### config.mk
export PLATFORM = sky130hd
export DESIGN_NAME = fixed_priority
export DESIGN_NICKNAME = d
export VERILOG_FILES = /design/src/rtl/fixed_priority.sv
export SDC_FILE = /design/constraint.sdc
export NUM_CORES = 1
export LEC_CHECK = 0
export ABC_AREA = 0
export CAP_MARGIN = 20
export CORE_AREA = 5 5 42 44
export DETAILED_ROUTE_END_ITERATION = 6
export DIE_AREA = 0 0 47 49
export GPL_ROUTABILITY_DRIVEN = 0
export GPL_TIMING_DRIVEN = 0
export SLEW_MARGIN = 20
export SYNTH_ARGS = -nofsm -noshare
export SYNTH_HDL_FRONTEND = slang
export SYNTH_SLANG_ARGS = --single-unit
### constraint.sdc
create_clock -name clk -period 0.8 [get_ports clk]
set_input_delay 0.12 -clock clk [delete_from_list [all_inputs] [get_ports clk]]
set_output_delay 0.12 -clock clk [all_outputs]
set_load 0.02 [all_outputs]
### src/rtl/fixed_priority.sv
// Fixed-priority arbiter: bit 0 wins, grant is the registered lowest set bit of req.
// Pure arbitration with no fairness or memory; the grant register is the only state.
module fixed_priority #(
    parameter int N = 4
) (
    input  logic         clk,
    input  logic         rst,
    input  logic [N-1:0] req,
    output logic [N-1:0] grant
);

    logic [N-1:0] next_grant;
    logic         higher;

    // Walk from the top-priority bit down; a bit wins only if no lower index is requesting.
    always_comb begin
        next_grant = '0;
        higher     = 1'b0;
        for (int i = 0; i < N; i++) begin
            next_grant[i] = req[i] & ~higher;
            higher        = higher | req[i];
        end
    end

    always_ff @(posedge clk or posedge rst) begin
        if (rst) begin
            grant <= '0;
        end else begin
            grant <= next_grant;
        end
    end

endmodule

==> summary by stage <==
STA
Dividing the final minimum period by the clock period gives 107.6%. The setup TNS after final layout is -0.1862 ns. The top achievable clock speed is about 1200 MHz. The number of max-slew violations in the final report is 0. Setup repair after global routing could not meet its margin everywhere. The final-layout worst hold slack is slightly above 0.08 ns. The smallest setup slack after layout is -0.06084 ns. The worst pin sits at a relative slew slack of 86.54%. The slew at the pin closest to its max-slew limit is 0.2014 ns.

Setup violations remaining at the end of the flow were counted as 4. The minimum clock period is 0.8608 ns. The hold violation count in the final report was 0.

Yosys
The post-synthesis simple-gate area fraction is a little over a fifth. The parity-gate share of the synthesized area counting xor and xnor cells is 0%. Among all flip-flop cells after synthesis, the most frequent one is sky130_fd_sc_hd__dfrtp_1. After synthesis, the largest family of logic cells by area is simple AND/OR/NAND/NOR gates. The total nets after synthesis is 14. Of the post-synthesis cell area, the part taken by muxes is 0%. The post-synthesis cell count is 8.

The count of cell types in the netlist is 5. The proportion of register bits with asynchronous set or reset after synthesis is 100.0%. Counting flops and latches in the post-synthesis netlist gives 4. Summing the areas of all compound-gate instances in the mapped netlist gives 0% of the synthesized area. The synthesized area is 132.6 um^2. The cell type contributing the most total cell area after synthesis is sky130_fd_sc_hd__dfrtp_1.

By count the netlist is led by sky130_fd_sc_hd__dfrtp_1, sky130_fd_sc_hd__inv_1, sky130_fd_sc_hd__nor2b_1, sky130_fd_sc_hd__nor3b_1, sky130_fd_sc_hd__nor4b_2. The Yosys step of the flow raised 0 warnings. The part of the Yosys area used for sequential elements is between 70% and 80%. The area share of fa/ha/maj cells after synthesis is 0%. The share of synthesized area in the top cell type comes to 75.47%. Yosys attributes the largest share of cell area to sky130_fd_sc_hd__dfrtp_1, sky130_fd_sc_hd__nor4b_2, sky130_fd_sc_hd__nor3b_1, sky130_fd_sc_hd__nor2b_1, sky130_fd_sc_hd__inv_1.

The mean instance size in the synthesized netlist is 16.58 um^2. The number of flops mapped to enable cells by yosys is 0. sky130_fd_sc_hd__dfrtp_1 is the most common cell in the netlist.

Place
The quantity of I/O buffers inserted on ports is 9. After detailed placement, the total cell area comes to 242.7 um^2. Once placement completed, the tool counted placed cells totaling 33. At the placement stage, the worst setup path has a slack of -0.2566 ns.

CTS
The CTS sink count is 4. The buffer count from post-CTS setup fixing is 0. The clock-pin slew of the registers on the worst-case setup and hold paths is 0.04 ns. The level count of the clock H-tree is 1. The number of hold buffers added after CTS is 0. TritonCTS created 3 clock buffers. In this run the deepest clock path goes through 2 buffers. Clock tree synthesis selected as its root buffer the cell sky130_fd_sc_hd__clkbuf_4.

The clock tree from TritonCTS is done.

Cells and area
After routing the design area is 270.3 um^2. The net count of the finished layout is 28. Of the cells placed in the final design, the portion with a size suffix greater than 1 is approximately two fifths. The post-layout utilization of the core is 19.29%. The non-filler instance count after layout is 36. The register bank with the most flops is grant. The number of flip-flops under the largest register name is 4. The relative area change from synthesis to final layout is 103.8%. In the final layout, the registers with the most flip-flops are grant: 4 flops.

The number of antenna diodes in the final layout is 0.

Flow run
The number of maximum-capacitance constraint violations is 0.

GRT
Entering global routing, the biggest net connects 5 pins. The total global routing track utilization is approximately 4.3%. The first-pass GRT wire length is 572 um. The number of global-route vias before repair is 138. After global routing the overflow that remains totals 0. The number of antenna violations at the first check in global routing was 0.

Die
The floorplan row count is 14. The area of the die is between 0.002 and 0.0025 mm^2. For this configuration, the core starts out at a cell density of 9.464%. Measured along the x axis, the die boundary spans 47 um. Measured along the y axis, the die boundary spans roughly 50 um. The core region is 0.001401 mm^2.

The I/O pin total is 10.

Routing
The count of nets left with antenna violations once routing finished came out at 0. Dividing the detail-routed via count by the number of cells gives between 3 and 4. The total DRC errors in the routed layout is 0.

The total length of routed wires is 389 um. For this run, the detailed router's first-pass iteration total came to 1. In this run, the number of DRC markers left after iteration 0 of detailed routing was 0. The total number of vias is about 110. After detailed routing, the average wire length per cell comes to approximately 11 um.

Setup path
The category of the worst setup path capture point is a primary output. The required time of the critical path is a little under 0.7 ns. The worst setup path is launched from a register. The cell class contributing the biggest share of worst-path delay is flip-flops. The critical path's largest stage delay is 0.38 ns.

The worst path buffer plus inverter count is 1. The critical-path maximum fanout is 1. Traced cell by cell, the critical path runs through buf_6. The slowest stage cell on the critical path is sky130_fd_sc_hd__dfrtp_1. Data on the critical path arrives at its endpoint at between 0.7 and 0.8 ns. In this run the number of cells on the critical path is 1. The critical path is of the reg2out type.

Power
The power density over cell area is 1953 mW/mm^2. Across the VDD grid, the largest voltage drop is 260.5 uV. The overall power consumption is 527.7 uW. The analysis attributes to cell leakage a power of 0.1206 nW.

Run status
The checks that failed: setup timing. The flow ran to the end, but the final reports show violations.

Worst hold path
In this run the worst hold path is classified as in2async.
==> metal layers <==
layer	routed length, um	GRT usage (%)	vias to the layer above
met4	0	5.530	0
met5	0	0	-
met2	189	4.977	10
met1	112	2.863	51
li1	-	-	50
met3	88	5.166	0
==> what timing repair did <==
item,4_1_cts,5_1_grt
pin swaps,0,0
endpoints found under the setup margin,4,4
gates resized for setup,24,0
==> kinds of logic after synthesis <==
group | after synthesis
buffers and inverters | 1
and+or+nand+nor | 3
DFF | 4
==> power by group <==
group | switching (mW) | total [mW] | leakage [nW] | internal (mW)
Clock | 0.0750 | 0.242 | 0.0138 | 0.167
Combinational | 0.0274 | 0.0692 | 0.0551 | 0.0419
Sequential | 0.00419 | 0.216 | 0.0517 | 0.212
==> placed cells by master (no fill, tap or decap) <==
| cell type | Yosys | routed |
|---|---|---|
| sky130_fd_sc_hd__buf_6 | 0 | 4 |
| sky130_fd_sc_hd__clkbuf_4 | 0 | 3 |
| sky130_fd_sc_hd__clkdlybuf4s50_1 | 0 | 5 |
| sky130_fd_sc_hd__dfrtp_1 | 4 | 4 |
| sky130_fd_sc_hd__inv_1 | 1 | 1 |
| sky130_fd_sc_hd__nor2b_1 | 1 | 1 |
| sky130_fd_sc_hd__nor3b_1 | 1 | 1 |
| sky130_fd_sc_hd__nor4b_2 | 1 | 1 |
==> final cells by class <==
cell class	instances	area, um^2
inverters	1	3.754
repair buffers	9	95.09
flip-flops and latches	4	100.1
fillers	154	1131
well taps	16	20.02
multi-input cells	3	28.78
clock buffers	3	22.52
==> how the worst max path moves through the flow <==
| stage | endpoint | start | slack, ns |
|---|---|---|---|
| final | grant[1] | grant[1]$_DFF_PP0_ | -0.06 |
| after floorplan | grant[0] | grant[0]$_DFF_PP0_ | 0.26 |
| after CTS | grant[1] | grant[1]$_DFF_PP0_ | -0.08 |
| after global routing | grant[1] | grant[1]$_DFF_PP0_ | -0.09 |
| after global placement | grant[0] | grant[0]$_DFF_PP0_ | -0.22 |
| after detailed placement | grant[1] | grant[1]$_DFF_PP0_ | -0.26 |
(Power assumes the default switching activity.)
